## config.mk

```make
export PLATFORM = sky130hd
export DESIGN_NAME = q6_fsm_array
export DESIGN_NICKNAME = d
export VERILOG_FILES = /design/src/rtl/q6_fsm_pkg.sv /design/src/rtl/q6_fsm_lane.sv /design/src/rtl/q6_fsm_array.sv
export SDC_FILE = /design/constraint.sdc
export NUM_CORES = 1
export LEC_CHECK = 0
export ABC_AREA = 1
export CAP_MARGIN = 20
export CORE_ASPECT_RATIO = 1.4
export CORE_MARGIN = 2
export CORE_UTILIZATION = 47
export CTS_BUF_LIST = sky130_fd_sc_hd__clkbuf_8
export CTS_CLUSTER_SIZE = 10
export DETAILED_ROUTE_END_ITERATION = 10
export GPL_TIMING_DRIVEN = 1
export PLACE_DENSITY = 0.75
export SYNTH_ARGS = -nofsm -noshare
export SYNTH_HDL_FRONTEND = slang
export SYNTH_SLANG_ARGS = --single-unit
```

## constraint.sdc

```tcl
create_clock -name clk -period 1.55 [get_ports clk]
set_clock_uncertainty 0.15 [all_clocks]
set_input_delay 0.3875 -clock clk [delete_from_list [all_inputs] [get_ports clk]]
set_output_delay 0.3875 -clock clk [all_outputs]
set_load 0.005 [all_outputs]
```

## src/rtl/q6_fsm_pkg.sv

```systemverilog
// Q6 six-state machine: state codes, one-hot bit indices and shared transition/output functions.
package q6_fsm_pkg;

  typedef enum logic [2:0] {
    ST_A = 3'd0,
    ST_B = 3'd1,
    ST_C = 3'd2,
    ST_D = 3'd3,
    ST_E = 3'd4,
    ST_F = 3'd5
  } q6_state_e;

  // One-hot bit index equals the binary code.
  localparam int OH_A = 0;
  localparam int OH_B = 1;
  localparam int OH_C = 2;
  localparam int OH_D = 3;
  localparam int OH_E = 4;
  localparam int OH_F = 5;
  localparam int OH_W = 6;

  function automatic logic [2:0] q6_next(input logic [2:0] s, input logic w);
    case (s)
      ST_A:    q6_next = w ? ST_A : ST_B;
      ST_B:    q6_next = w ? ST_D : ST_C;
      ST_C:    q6_next = w ? ST_D : ST_E;
      ST_D:    q6_next = w ? ST_A : ST_F;
      ST_E:    q6_next = w ? ST_D : ST_E;
      ST_F:    q6_next = w ? ST_D : ST_C;
      default: q6_next = ST_A;
    endcase
  endfunction

  function automatic logic q6_z(input logic [2:0] s);
    return (s == ST_E) || (s == ST_F);
  endfunction

endpackage

```

## src/rtl/q6_fsm_lane.sv

```systemverilog
// One Q6 lane: state register (binary or one-hot), registered z, next-state bit-1 view,
// and a saturating counter of entries into F.
module q6_fsm_lane
  import q6_fsm_pkg::*;
#(
  parameter int ONEHOT = 0,
  parameter int CNT_W  = 8
) (
  input  logic             clk,
  input  logic             resetn,
  input  logic             en,
  input  logic             w,
  input  logic             clr_cnt,
  output logic [2:0]       state,
  output logic             z,
  output logic             y2_next,
  output logic [CNT_W-1:0] f_count,
  output logic             f_sat
);

  logic [2:0]       w_cur;
  logic             w_legal;
  logic [2:0]       w_nxt;
  logic             w_inc;
  logic [CNT_W-1:0] w_cnt_p1;
  logic             r_z;
  logic [CNT_W-1:0] r_cnt;
  logic             r_sat;

  generate
    if (ONEHOT != 0) begin : g_oh
      logic [OH_W-1:0] r_oh;

      always_comb begin
        w_legal = 1'b1;
        w_cur   = ST_A;
        case (r_oh)
          6'b000001: w_cur = ST_A;
          6'b000010: w_cur = ST_B;
          6'b000100: w_cur = ST_C;
          6'b001000: w_cur = ST_D;
          6'b010000: w_cur = ST_E;
          6'b100000: w_cur = ST_F;
          default:   w_legal = 1'b0;
        endcase
      end

      always_ff @(posedge clk or negedge resetn) begin
        if (!resetn) begin
          r_oh <= OH_W'(1) << OH_A;
          r_z  <= 1'b0;
        end else if (en) begin
          r_oh <= OH_W'(1) << w_nxt;
          r_z  <= q6_z(w_nxt);
        end
      end
    end else begin : g_bin
      q6_state_e r_bin;

      always_comb begin
        w_legal = (r_bin <= ST_F);
        w_cur   = w_legal ? r_bin : ST_A;
      end

      always_ff @(posedge clk or negedge resetn) begin
        if (!resetn) begin
          r_bin <= ST_A;
          r_z   <= 1'b0;
        end else if (en) begin
          r_bin <= q6_state_e'(w_nxt);
          r_z   <= q6_z(w_nxt);
        end
      end
    end
  endgenerate

  // Illegal patterns recover to A, which also makes their y2_next view 0.
  assign w_nxt    = w_legal ? q6_next(w_cur, w) : ST_A;
  assign w_inc    = en && (w_nxt == ST_F) && (w_cur != ST_F);
  assign w_cnt_p1 = r_cnt + CNT_W'(1);

  always_ff @(posedge clk or negedge resetn) begin
    if (!resetn) begin
      r_cnt <= '0;
      r_sat <= 1'b0;
    end else if (clr_cnt) begin
      r_cnt <= '0;
      r_sat <= 1'b0;
    end else if (w_inc && !r_sat) begin
      r_cnt <= w_cnt_p1;
      r_sat <= &w_cnt_p1;
    end
  end

  assign state   = w_cur;
  assign z       = r_z & w_legal;
  assign y2_next = w_nxt[1];
  assign f_count = r_cnt;
  assign f_sat   = r_sat;

endmodule

```

## src/rtl/q6_fsm_array.sv

```systemverilog
// CHANNELS independent Q6 lanes sharing one clock, reset and counter clear.
module q6_fsm_array
  import q6_fsm_pkg::*;
#(
  parameter int CHANNELS = 4,
  parameter int ONEHOT   = 0,
  parameter int CNT_W    = 8
) (
  input  logic                      clk,
  input  logic                      resetn,
  input  logic [CHANNELS-1:0]       en,
  input  logic [CHANNELS-1:0]       w,
  input  logic                      clr_cnt,
  output logic [3*CHANNELS-1:0]     state,
  output logic [CHANNELS-1:0]       z,
  output logic [CHANNELS-1:0]       y2_next,
  output logic [CNT_W*CHANNELS-1:0] f_count,
  output logic [CHANNELS-1:0]       f_sat
);

  genvar i;
  generate
    for (i = 0; i < CHANNELS; i++) begin : g_lane
      q6_fsm_lane #(
        .ONEHOT (ONEHOT),
        .CNT_W  (CNT_W)
      ) u_lane (
        .clk     (clk),
        .resetn  (resetn),
        .en      (en[i]),
        .w       (w[i]),
        .clr_cnt (clr_cnt),
        .state   (state[3*i +: 3]),
        .z       (z[i]),
        .y2_next (y2_next[i]),
        .f_count (f_count[CNT_W*i +: CNT_W]),
        .f_sat   (f_sat[i])
      );
    end
  endgenerate

endmodule

```

; ---- Yosys cells after proc, flatten, opt, wreduce, memory -nomap -nowiden
; Index checks and enable logic that the tools add are counted.
[word_totals]
output_inout_bits = 56
inputBits = 11
register_bits = 52
elab_cells = 144
[classes]
n_reduce_logical = 40
muxes = 44
n_lt_le_gt_ge = 4
addsub = 4
bitwise = 4
n_eq_ne = 32
[ops]
columns = operator, count
row1 = $mux W8, 8
row2 = $eq A3 B3 Y1 const B, 16
row3 = $mux W3, 16
row4 = $pmux W3 S4, 4
row5 = $add A8 B1 Y8 const B, 4
row6 = $reduce_and A8 Y1, 4
row7 = $eq A3 B2 Y1 const B, 8
row8 = $mux W1, 16
row9 = $reduce_or A2 Y1, 8
row10 = $eq A3 B1 Y1 const B, 4
row11 = $le A3 B3 Y1 const B, 4
row12 = $logic_and A1 B1 Y1, 12
row13 = $logic_not A3 Y1, 4
row14 = $ne A3 B3 Y1 const B, 4
row15 = $reduce_bool A2 Y1, 4
row16 = $and A1 B1 Y1, 4
row17 = $logic_not A1 Y1, 4
row18 = $logic_or A1 B1 Y1, 4

; ---- Logic depth before layout (Yosys ltp)
; Gate-level depths: netlist (run 1).
[logic_depth]
word_depth = 12
depth_mapped = 11
ltp_nobuf = 10

; ---- Hierarchy
; A second synthesis (run 1) with hierarchy kept.
[unflattened]
hier_cells = 430
hier_area_um2 = 3136.8
[by_module_without_submodules]
columns = mod, instances, seq_area_each_um2, cells_per_inst, area_each_um2
row1 = q6_fsm_lane (g_lane[2].u_lane ...), 2, 325.3, 108, 778.2
row2 = q6_fsm_lane (g_lane[1].u_lane), 1, 325.3, 107, 792.0
row3 = q6_fsm_lane (g_lane[0].u_lane), 1, 325.3, 107, 788.3

; ---- Worst setup path before layout (run 1)
; No wires, ideal clock.
[synth_timing]
path_kind = flip-flop to output port
start = reg g_lane[2].u_lane.g_bin.r_bin[2]
end = out y2_next[2]
slack_ns = 0.046
path_stages_with_launch = 6
required_time_ns = 1.012
arrival_ns = 0.967
path_buffers = 1
cell_sequence = dfrtp_1 inv_1 nor2_1 nor2_1 o22ai_1 buf_4
[synth_between]
elab_chain_cells = 6
[synth_lines]
columns = element, line
row1 = "start, declared", q6_fsm_lane.sv:58  ; q6_state_e r_bin;
row2 = "start signal, assigned", q6_fsm_lane.sv:70  ; r_bin <= q6_state_e'(w_nxt);
row3 = $le A3 B3 Y1, q6_fsm_lane.sv:61  ; w_legal = (r_bin <= ST_F);
row4 = $mux W3 *, q6_fsm_lane.sv:62  ; w_cur = w_legal ? r_bin : ST_A;
row5 = net state[8], q6_fsm_array.sv:14  ; output logic [3*CHANNELS-1:0] state,
row6 = "$eq A3 B1 Y1, or another cell as far along", q6_fsm_pkg.sv:23  ; case (s)
row7 = $reduce_or A2 Y1 (no line), n/a
row8 = $pmux W3 S4 *, q6_fsm_pkg.sv:23
row9 = $mux W3 *, q6_fsm_lane.sv:78  ; assign w_nxt = w_legal ? q6_next(w_cur, w) : ST_A;
row10 = "end, declared", q6_fsm_array.sv:16  ; output logic [CHANNELS-1:0] y2_next,
; The timed path passes the listed nets; every way through them passes the cells marked *.

; ---- Worst setup path after layout (run 1)
[layout_timing]
start = reg g_lane[0].u_lane.g_bin.r_bin[2]
end = out y2_next[0]
[layout_between]
elab_chain_cells = 6
[layout_lines]
columns = element, line
row1 = "start, declared", q6_fsm_lane.sv:58
row2 = "start signal, assigned", q6_fsm_lane.sv:70
row3 = $le A3 B3 Y1, q6_fsm_lane.sv:61
row4 = $mux W3, q6_fsm_lane.sv:62
row5 = "$eq A3 B1 Y1, or another cell as far along", q6_fsm_pkg.sv:23
row6 = $reduce_or A2 Y1 (no line), n/a
row7 = $pmux W3 S4, q6_fsm_pkg.sv:23
row8 = $mux W3 *, q6_fsm_lane.sv:78
; Every way passes the cells marked *; elsewhere a longest branch is shown, timed or not.

==> flow_summary_export.csv, run 1 <==
group,metric,value,unit
floorplan,pin_count,67,
pwr,p_sw,2.18,mW
grt,grt_pass1_vias,3466,
clocking,clock_sinks,52,
synthesis,netlist_area,0.00316,mm²
clocking,cts_buffers,5,
worst_setup_path,crit_required,1.01,ns
clocking,cts.reportedPaths.clkPinSlew,0.10,ns
synthesis,syn_inst,427,
worst_setup_path,r2r_start,"g_lane[2].u_lane.g_bin.r_bin[1]$_DFFE_PN0P_",
synthesis,syn_area_per_cell,7.39,µm²
worst_setup_path,rrSetupSlack,-0.18,ns
timing,worst_slack,-0.276,ns
min_path,hold_path_class,"in2reg",
status,violations,"negative setup slack",
floorplan,fp.dieW,73.3,µm
detailed_routing,drc,0,
pwr,clkPwrFrac,18.2,%
timing,hold_viol,0,
synthesis,async_reset_ff_share,100,%
worst_setup_path,critical_path_peak_fanout,3,
synthesis,synth.top_cell.area_share,41.2,%
worst_setup_path,endpoint_kind,"output port",
timing,setup_viol,58,
flow_run,cap_violations,0,
pwr,pwr-share-seq,28.6,%
synthesis,yosysMostFrequentCell,"nand2_1",
timing,period_needed,1.83,ns
worst_setup_path,setup.worst_path.start_class,"flop",
status,status,"complete, but fails checks",
synthesis,synthAdderAreaFrac,3.17,%
placed_design,dpl.hpwl,5.92,mm
pwr,leakage,2.70,nW
finish,stdcell_area,0.00549,mm²
finish,drive_above_1_share,49.0,%
detailed_routing,wire_per_inst,15.6,µm
worst_setup_path,rr_endpoint,"g_lane[2].u_lane.f_count[4]$_DFFE_PN0P_",
timing,relSlewSlack,80.7,%
synthesis,synth-simple-area-share,29.0,%
clocking,clkLatencyLatePin,0.30,ns
synthesis,synth-warning-count,0,
worst_setup_path,critPathKind,"reg2out",
clocking,cts_max_level,2,
clocking,cts_buffer_depth,2,
synthesis,synth_area_leader_cell,"dfrtp_1",
synthesis,synth.area.top_cells,"dfrtp_1 (41%), nand2_1 (12%), inv_1 (7.8%)",
grt,grt_pass1_wl,15.2,mm
timing,period_share,118,%
finish,nFillCells,366,
synthesis,synth_edf_count,0,
pwr,ir_drop,0.000924,V
placed_design,place_area,0.00428,mm²
pwr,intPower,3.85,mW
worst_setup_path,cp.arrival,1.29,ns
floorplan,die_h,101,µm
min_path,hold_end,"g_lane[0].u_lane.r_z$_DFFE_PN0P_",
floorplan,die_area,0.00740,mm²
synthesis,synthTopCellsByCount,"nand2_1 (99), inv_1 (66), dfrtp_1 (52)",
floorplan,initial_utilization,48.4,%
placed_design,numPortBuffers,66,
synthesis,synth_xor_area_share,3.33,%
pwr,p_sw_share,36.2,%
grt,grt_overflow,0,
synthesis,synth_top_family_by_area,"simple AND/OR/NAND/NOR gates",
synthesis,synth_flop_cell,"dfrtp_1",
finish,post-route-util,84.1,%
floorplan,core-area,0.00653,mm²
synthesis,synth.net_count,446,
placed_design,finalWeightedCongestion,0.885,
detailed_routing,dr.pass1.iters,4,
pwr,p_per_area,1100,mW/mm²
timing,timing.hold.ws,0.324,ns
floorplan,rows,35,
timing,slew_viol_final,0,
finish,nets,623,
pwr,power_frac_comb,53.3,%
worst_setup_path,r2r_cells,11,
synthesis,yosysUniqueCellTypes,29,
finish,insertedDiodeCount,0,
finish,area_growth,73.8,%
grt,grt_max_degree,53,
synthesis,synth.mux.area_fraction,0,%
placed_design,dpl_worst_slack,-0.758,ns
timing,rsz0062_at_grt,"true",
grt,antenna_found_initial,0,
min_path,hold_depth,4,
detailed_routing,drt_iter0_markers,203,
clocking,root_buffer,"clkbuf_8",
synthesis,synth_compound_area_share,10.7,%
min_path,hp-start,"w[0]",
synthesis,yosysSeqAreaShare,41.2,%
detailed_routing,drt-vias-per-instance,5.37,
synthesis,synth_seq_cells,52,
clocking,cts_tree,"yes",
timing,tightestPinTransition,0.289,ns
detailed_routing,postRouteAntennaNets,0,
timing,max_freq,548,MHz
detailed_routing,vias,3640,
grt,grt_usage,26.0,%
detailed_routing,finalWirelength,10.6,mm
worst max-delay path by stage:
| stage | from | endpoint | slack (ns) | cells after the start |
|---|---|---|---|---|
| 2_1_floorplan | g_lane[2].u_lane.g_bin.r_bin[2]$_DFFE_PN0P_ | y2_next[2] | 0.05 | 5 |
| 3_3_place_gp | w[1] | y2_next[1] | -0.73 | 4 |
| 3_5_place_dp | w[0] | y2_next[0] | -0.76 | 4 |
| 4_1_cts | g_lane[0].u_lane.g_bin.r_bin[1]$_DFFE_PN0P_ | y2_next[0] | -0.29 | 5 |
| 5_1_grt | g_lane[0].u_lane.g_bin.r_bin[2]$_DFFE_PN0P_ | y2_next[0] | -0.33 | 5 |
| 6_report | g_lane[0].u_lane.g_bin.r_bin[2]$_DFFE_PN0P_ | y2_next[0] | -0.28 | 5 |
state kept, by name, indices dropped and copies added, names as in the netlist:
signal,cells
g_lane.u_lane.g_bin.r_bin,12
g_lane.u_lane.f_sat,4
g_lane.u_lane.r_z,4
g_lane.u_lane.f_count,32
metrics by stage:
| stage | setup TNS [ns] | power (mW) | std cells |
|---|---|---|---|
| 2_1_floorplan | 0 | 2.66 | 427 |
| 3_3_place_gp | -17.41 | 3.74 | 612 |
| 3_5_place_dp | -19.34 | 3.81 | 612 |
| 4_1_cts | -5.56 | 5.46 | 663 |
| 5_1_grt | -10.96 | 6.35 | 678 |
| 6_report | -7.08 | 6.04 | 678 |
power groups by stage:
stage | combinational (mW) | sequential (mW) | clock [mW]
floorplan | 0.936 | 1.72 | 0
global placement | 2.04 | 1.70 | 0
detailed placement | 2.10 | 1.71 | 0
CTS | 2.66 | 1.70 | 1.10
global route | 3.44 | 1.74 | 1.16
finish | 3.22 | 1.72 | 1.10
cell usage in the layout (no fill, tap or decap), types with 3 or more instances in the layout:
cell type         n
buf_4            80
nand2_1          69
dfrtp_1          51
inv_1            46
buf_6            42
dlygate4sd2_1    31
nand2_2          27
nor2_4           20
nand3_1          20
buf_2            20
inv_2            16
o21ai_1          15
nand3_2          14
nand4_1          14
o21ai_0          14
nor2_2           11
o21ai_2          11
nor2_1           10
o22ai_2           9
xor2_1            7
nor3_1            7
clkdlybuf4s50_1   7
nand2_4           6
clkbuf_8          5
inv_4             4
nand3_4           4
ha_1              4
xnor2_1           3
ha_4              3
logic make-up (layout without fill, tap and decap cells):
group / count (synthesis) / in the layout
xor gates and xnor gates: 12 / 12
DFF: 52 / 52
AOI/OAI and AO/OA: 60 / 61
buffers and inverters: 89 / 265
adders and majority gates: 8 / 8
and+or+nand+nor: 206 / 206
worst max-delay path, cell delays in order, from the launching register on:
cell	delay (ns)
dfrtp_1	0.44
inv_2	0.07
nand2_2	0.08
nand2_2	0.07
o31ai_4	0.18
buf_2	0.15
what timing repair did:
action / CTS / global route
pin swaps: 38 / 65
endpoints found under the hold margin: 52 / 0
hold buffers: 1 / 0
buffers inserted: 44 / 22
resized for setup: 250 / 122
endpoints found under the setup margin: 91 / 65
gates cloned: 1 / 0
cell type report:
cell class / instances / area, µm² / share of cell area [%]
clock buffer: 5 / 68.8 / 1.25
clock inverter: 2 / 60.1 / 1.09
inverter: 70 / 294 / 5.36
multi-input combinational: 287 / 2060 / 37.5
sequential: 52 / 1300 / 23.7
tap: 74 / 92.6 / 1.69
timing repair buffer: 188 / 1610 / 29.3
metal layers:
layer	vias to the layer above	global-route usage (%)	wire length, µm
met5	-	0	0
met4	0	9.69	242
met3	23	3.60	459
met2	127	48.2	5830
met1	1765	29.4	4040
li1	1725	-	-
No activity file was read; power rests on OpenSTA's default activity.
==> run 2: changes to the inputs <==
CORE_UTILIZATION = 53   (was 47)
PLACE_DENSITY = 0.83   (was 0.75)
==> run 2 against run 1 <==
Against the previous run:
- the run still ends with negative setup slack left
- register-to-register slack worse by 0.12 ns
- flip-flop and latch count unchanged
- critical path depth unchanged
- first-iteration DRC count up 80%
- fmax down 4.0%
- global-route usage is 4.9 points higher
- via count is 12% higher
- non-clock buffer count grew 3
==> flow_summary_export.csv, run 2 (synthesis gave the netlist of run 1 again) <==
group,metric,value,unit
status,status,"complete, but fails checks",
status,violations,"negative setup slack",
grt,gr-usage-met1,33.7,%
detailed_routing,vias,4076,
worst_setup_path,endpoint_kind,"output port",
pwr,clkPwrFrac,15.6,%
detailed_routing,drt_iter0_markers,365,
timing,hold_viol,0,
pwr,p_sw_share,39.1,%
clocking,cts_buffers,5,
placed_design,finalWeightedCongestion,0.930,
floorplan,initial_utilization,54.2,%
finish,area_growth,72.3,%
worst_setup_path,r2r_cells,12,
timing,period_share,123,%
floorplan,rows,33,
grt,grt_max_degree,53,
worst_setup_path,critical_path_peak_fanout,3,
grt,antenna_found_initial,0,
timing,worst_slack,-0.351,ns
timing,tightestPinTransition,0.445,ns
detailed_routing,drc,0,
worst_setup_path,rrSetupSlack,-0.30,ns
floorplan,die_h,95.3,µm
pwr,ir_drop,0.00123,V
pwr,pwr-share-seq,27.7,%
grt,grt_util_met3,3.81,%
clocking,clock_sinks,52,
pwr,power.total,6.23,mW
clocking,cts_tree,"yes",
worst_setup_path,crit_top_cell,"nand2_2",
grt,grt_busiest_layer,"met2",
placed_design,numPlacedInstances,608,
timing,setup_viol,60,
worst_setup_path,critical_path.cell_chain,"inv_2, nand2_2, nand2_2, o31ai_4, buf_2",
floorplan,die_area,0.00660,mm²
worst_setup_path,crit_required,1.01,ns
clocking,cts.reportedPaths.clkPinSlew,0.10,ns
flow_run,cap_violations,0,
floorplan,core-area,0.00582,mm²
timing,timing.hold.ws,0.400,ns
timing,rsz0062_at_grt,"true",
pwr,intPower,3.79,mW
finish,stdcell_count,678,
worst_setup_path,r2r_start,"g_lane[1].u_lane.f_count[2]$_DFFE_PN0P_",
min_path,hold_path_class,"reg2reg",
worst_setup_path,critPathKind,"reg2out",
pwr,p_sw,2.44,mW
worst_setup_path,slowest_delay,0.45,ns
timing,relSlewSlack,70.2,%
grt,grt_overflow,0,
detailed_routing,dr.pass1.iters,6,
worst_setup_path,rr_endpoint,"g_lane[1].u_lane.f_sat$_DFFE_PN0P_",
pwr,leakage,2.69,nW
floorplan,fp.dieW,69.2,µm
clocking,cts_max_level,2,
min_path,hold_depth,2,
placed_design,dpl.hpwl,5.88,mm
floorplan,pin_count,67,
grt,grt_usage,30.9,%
finish,largest_reg_flops,32,
min_path,hp-start,"g_lane[0].u_lane.r_z$_DFFE_PN0P_",
clocking,root_buffer,"clkbuf_8",
detailed_routing,drt-vias-per-instance,6.01,
finish,nets,626,
clocking,cts_buffer_depth,2,
timing,max_freq,526,MHz
finish,insertedDiodeCount,0,
pwr,power_frac_comb,56.8,%
detailed_routing,finalWirelength,13.7,mm
finish,nFillCells,196,
pwr,p_per_area,1150,mW/mm²
timing,period_needed,1.90,ns
timing,slew_viol_final,0,
finish,drive_above_1_share,47.2,%
clocking,clkLatencyLatePin,0.31,ns
finish,final_cell_mix,"buf_4 (89), nand2_1 (75), dfrtp_1 (50)",
worst_setup_path,slowest_stage,"dfrtp_1",
finish,layout_commonest_cell,"buf_4",
grt,grt_pass1_vias,3658,
grt,met2_usage,59.6,%
min_path,hold_end,"g_lane[0].u_lane.r_z$_DFFE_PN0P_",
worst_setup_path,cp.arrival,1.36,ns
detailed_routing,wire_per_inst,20.2,µm
detailed_routing,postRouteAntennaNets,0,
placed_design,numPortBuffers,66,
grt,grt_pass1_wl,16.6,mm
worst_setup_path,setup.worst_path.start_class,"flop",
## run 2: area by class of cell
class                           instances  area [µm²]  area share, %
Multi-Input combinational cell        287        2030           37.3
Timing Repair Buffer                  191        1630           29.9
Sequential cell                        52        1300           24.0
Inverter                               70         285           5.25
Tap cell                               70        87.6           1.61
Clock buffer                            5        68.8           1.27
Clock inverter                          3        38.8          0.713
## run 2: worst max-delay path, delay by kind of cell, from the launching register on
family | cells | cell delay [ns]
flip-flops | 1 | 0.45
buffers and inverters | 2 | 0.23
AO/OA/AOI/OAI | 1 | 0.19
AND/OR/NAND/NOR | 2 | 0.17
## run 2: how the worst max path moves through the flow
stage,startpoint,to,slack [ns],cells past startpoint
global route,g_lane[1].u_lane.g_bin.r_bin[2]$_DFFE_PN0P_,y2_next[1],-0.38,5
detailed placement,w[1],y2_next[1],-0.79,4
floorplan,g_lane[2].u_lane.g_bin.r_bin[2]$_DFFE_PN0P_,y2_next[2],0.05,5
global placement,w[1],y2_next[1],-0.71,4
finish,g_lane[1].u_lane.g_bin.r_bin[2]$_DFFE_PN0P_,y2_next[1],-0.35,5
CTS,g_lane[3].u_lane.g_bin.r_bin[1]$_DFFE_PN0P_,y2_next[3],-0.30,7
## run 2: stage by stage
step / setup TNS (ns) / area [µm²] / utilization (%) / setup WS (ns)
after global placement: -18.88 / 4270 / 73.4 / -0.715
final: -10.18 / 5440 / 93.4 / -0.351
after detailed placement: -20.77 / 4270 / 73.4 / -0.788
after CTS: -3.93 / 4960 / 85.2 / -0.298
after floorplan: 0 / 3160 / - / 0.0457
after global routing: -12.66 / 5440 / 93.4 / -0.377
## run 2: timing repair
action | 4_1_cts | 5_1_grt
hold endpoints to repair | 52 | 0
pin swaps | 38 | 52
endpoints found under the setup margin | 92 | 69
hold buffers | 1 | 0
buffers inserted | 50 | 22
resized for setup | 242 | 122
cloned | 1 | 0
## run 2: metal layers
metal / part of all wire (%) / routed length, µm
met1: 34 / 4710
met2: 52 / 7070
met3: 6.8 / 930
met4: 7.1 / 968
met5: 0 / 0
## run 2: power groups by stage
stage	sequential, mW	clock [mW]	combinational, mW
2_1_floorplan	1.72	0	0.936
3_3_place_gp	1.69	0	1.98
3_5_place_dp	1.71	0	2.05
4_1_cts	1.68	0.945	2.76
5_1_grt	1.73	0.999	3.72
6_report	1.72	0.969	3.54
==> run 3: changes to the inputs <==
CELL_PAD_IN_SITES_DETAIL_PLACEMENT = 1   (was not set)
CELL_PAD_IN_SITES_GLOBAL_PLACEMENT = 2   (was not set)
CORE_UTILIZATION = 30   (was 53)
PLACE_DENSITY = not set   (was 0.83)
PLACE_DENSITY_LB_ADDON = 0.1   (was not set)
==> run 3 against run 2 <==
Against the previous run:
- the flow still finishes with violations (negative setup slack)
- highest routed layer unchanged
- die area up 72%
- via count down 9.1%
- clock-buffer cell count unchanged
- register-to-register slack better by 0.06 ns
- core utilization down 36 points
- largest cell class unchanged
- critical path type unchanged
==> flow_summary_export.csv, run 3 (synthesis gave the netlist of run 1 again) <==
group,metric,value,unit
worst_setup_path,crit_family,"flip-flops",
detailed_routing,finalWirelength,12.2,mm
grt,grt_max_degree,53,
timing,tightestPinTransition,0.312,ns
worst_setup_path,setup.worst_path.start_class,"flop",
pwr,pwr-share-seq,27.2,%
flow_run,cap_violations,0,
floorplan,initial_utilization,30.7,%
clocking,cts.reportedPaths.clkPinSlew,0.09,ns
pwr,ir_drop,0.000893,V
timing,relSlewSlack,79.2,%
worst_setup_path,r2r_start,"g_lane[2].u_lane.g_bin.r_bin[2]$_DFFE_PN0P_",
finish,nFillCells,1226,
timing,hold_viol,0,
clocking,cts_max_level,2,
worst_setup_path,rrSetupSlack,-0.24,ns
floorplan,fp.dieW,90.7,µm
detailed_routing,drc,0,
worst_setup_path,critical_path.cell_chain,"buf_4, nand2_4, nand2_4, o31ai_4, buf_2",
finish,area_growth,87.8,%
clocking,cts_tree,"yes",
pwr,power_frac_comb,57.6,%
worst_setup_path,crit_top_cell,"nand2_4",
clocking,clock_sinks,52,
clocking,cts_buffers,5,
status,status,"complete, but fails checks",
timing,worst_slack,-0.345,ns
timing,slew_viol_final,0,
grt,antenna_found_initial,0,
detailed_routing,wire_per_inst,15.6,µm
timing,rsz0062_at_grt,"true",
finish,final_cell_mix,"buf_4 (114), nand2_1 (66), buf_6 (51)",
placed_design,place_area,0.00451,mm²
min_path,hold_path_class,"reg2reg",
grt,grt_overflow,0,
timing,period_share,122,%
detailed_routing,drt_iter0_markers,79,
timing,timing.hold.ws,0.377,ns
pwr,p_sw,2.37,mW
timing,setup_viol,59,
finish,stdcell_count,783,
pwr,intPower,3.98,mW
pwr,p_per_area,1070,mW/mm²
floorplan,rows,44,
finish,largest_reg_flops,32,
clocking,cts_buffer_depth,2,
pwr,leakage,2.85,nW
status,violations,"negative setup slack",
timing,max_freq,528,MHz
min_path,hp-start,"g_lane[1].u_lane.r_z$_DFFE_PN0P_",
pwr,clkPwrFrac,15.2,%
detailed_routing,vias,3706,
finish,layout_commonest_cell,"buf_4",
floorplan,die_area,0.0114,mm²
finish,nets,663,
floorplan,die_h,125,µm
worst_setup_path,slowest_delay,0.40,ns
worst_setup_path,worst-path-buf-inv,2,
worst_setup_path,cp.arrival,1.36,ns
placed_design,numPortBuffers,66,
worst_setup_path,critical_path_peak_fanout,2,
placed_design,finalWeightedCongestion,0.804,
detailed_routing,dr.pass1.iters,4,
grt,grt_pass1_wl,19.1,mm
detailed_routing,drt-vias-per-instance,4.73,
grt,grt_usage,20.7,%
worst_setup_path,critPathKind,"reg2out",
clocking,clkLatencyLatePin,0.32,ns
detailed_routing,postRouteAntennaNets,0,
worst_setup_path,slowest_stage,"dfrtp_1",
worst_setup_path,startpoint,"g_lane[1].u_lane.g_bin.r_bin[2]$_DFFE_PN0P_",
floorplan,core-area,0.0103,mm²
pwr,p_sw_share,37.3,%
grt,grt_pass1_vias,4077,
floorplan,pin_count,67,
timing,period_needed,1.89,ns
finish,drive_above_1_share,54.0,%
clocking,root_buffer,"clkbuf_8",
placed_design,dpl.hpwl,7.23,mm
worst_setup_path,endpoint_kind,"output port",
worst_setup_path,crit_required,1.01,ns
placed_design,numPlacedInstances,694,
finish,insertedDiodeCount,0,
finish,stdcell_area,0.00593,mm²
[run 3: final cells by class]
cell class / count / area (µm²) / area share (%)
flip-flops and latches: 52 / 1310 / 22.1
well taps: 138 / 173 / 2.91
repair buffers: 228 / 1980 / 33.3
clock inverters: 3 / 38.8 / 0.654
inverters: 70 / 290 / 4.90
clock buffers: 5 / 68.8 / 1.16
multi-input cells: 287 / 2070 / 34.9
[run 3: final timing paths]
| kind | end | depth (start not counted) |
|---|---|---|
| worst max register to register | g_lane[2].u_lane.f_count[5]$_DFFE_PN0P_ | 9 |
| min in group asynchronous | g_lane[0].u_lane.g_bin.r_bin[2]$_DFFE_PN0P_ | 3 |
| worst min-delay path | g_lane[1].u_lane.r_z$_DFFE_PN0P_ | 2 |
| worst max-delay path | y2_next[1] | 5 |
| worst min register to register | g_lane[1].u_lane.r_z$_DFFE_PN0P_ | 2 |
| max in group asynchronous | g_lane[0].u_lane.f_count[1]$_DFFE_PN0P_ | 3 |
[run 3: power by group through the flow]
stage          combinational, mW  sequential [mW]  clock (mW)
6_report                    3.66             1.73       0.969
2_1_floorplan              0.936             1.72           0
3_3_place_gp                2.15             1.71           0
5_1_grt                     3.94             1.75        1.06
4_1_cts                     3.10             1.69        1.02
3_5_place_dp                2.21             1.72           0
[run 3: repair_timing]
action	4_1_cts	5_1_grt
resized for setup	289	135
cloned	1	0
hold buffers	1	0
endpoints found under the setup margin	92	86
setup buffers	66	25
hold endpoints to repair	52	0
pin swaps	42	59
[run 3: through the flow]
stage	power, mW	worst slack (ns)	util, %	setup TNS (ns)
2_1_floorplan	2.66	0.0457	-	0
3_3_place_gp	3.87	-0.739	43.8	-20.91
3_5_place_dp	3.93	-0.782	43.8	-22.42
4_1_cts	5.81	-0.370	52.6	-8.05
5_1_grt	6.74	-0.410	57.6	-13.89
6_report	6.36	-0.345	57.6	-9.70
[run 3: worst reg2reg max path, stage by stage (launching register included)]
cell and delay [ns]:
dfrtp_2 0.42, buf_6 0.12, nor2_4 0.14, buf_6 0.12, buf_6 0.09, and3_4 0.19, inv_6 0.05, buf_12 0.12
o21ai_4 0.20, o22ai_1 0.09
[run 3: per-layer routing]
metal / wire, µm / up-vias / global-route usage [%]
met5: 0 / - / 0
met4: 199 / 0 / 6.79
met3: 360 / 15 / 3.49
met2: 7130 / 61 / 42.1
met1: 4560 / 1836 / 20.6
li1: - / 1794 / -
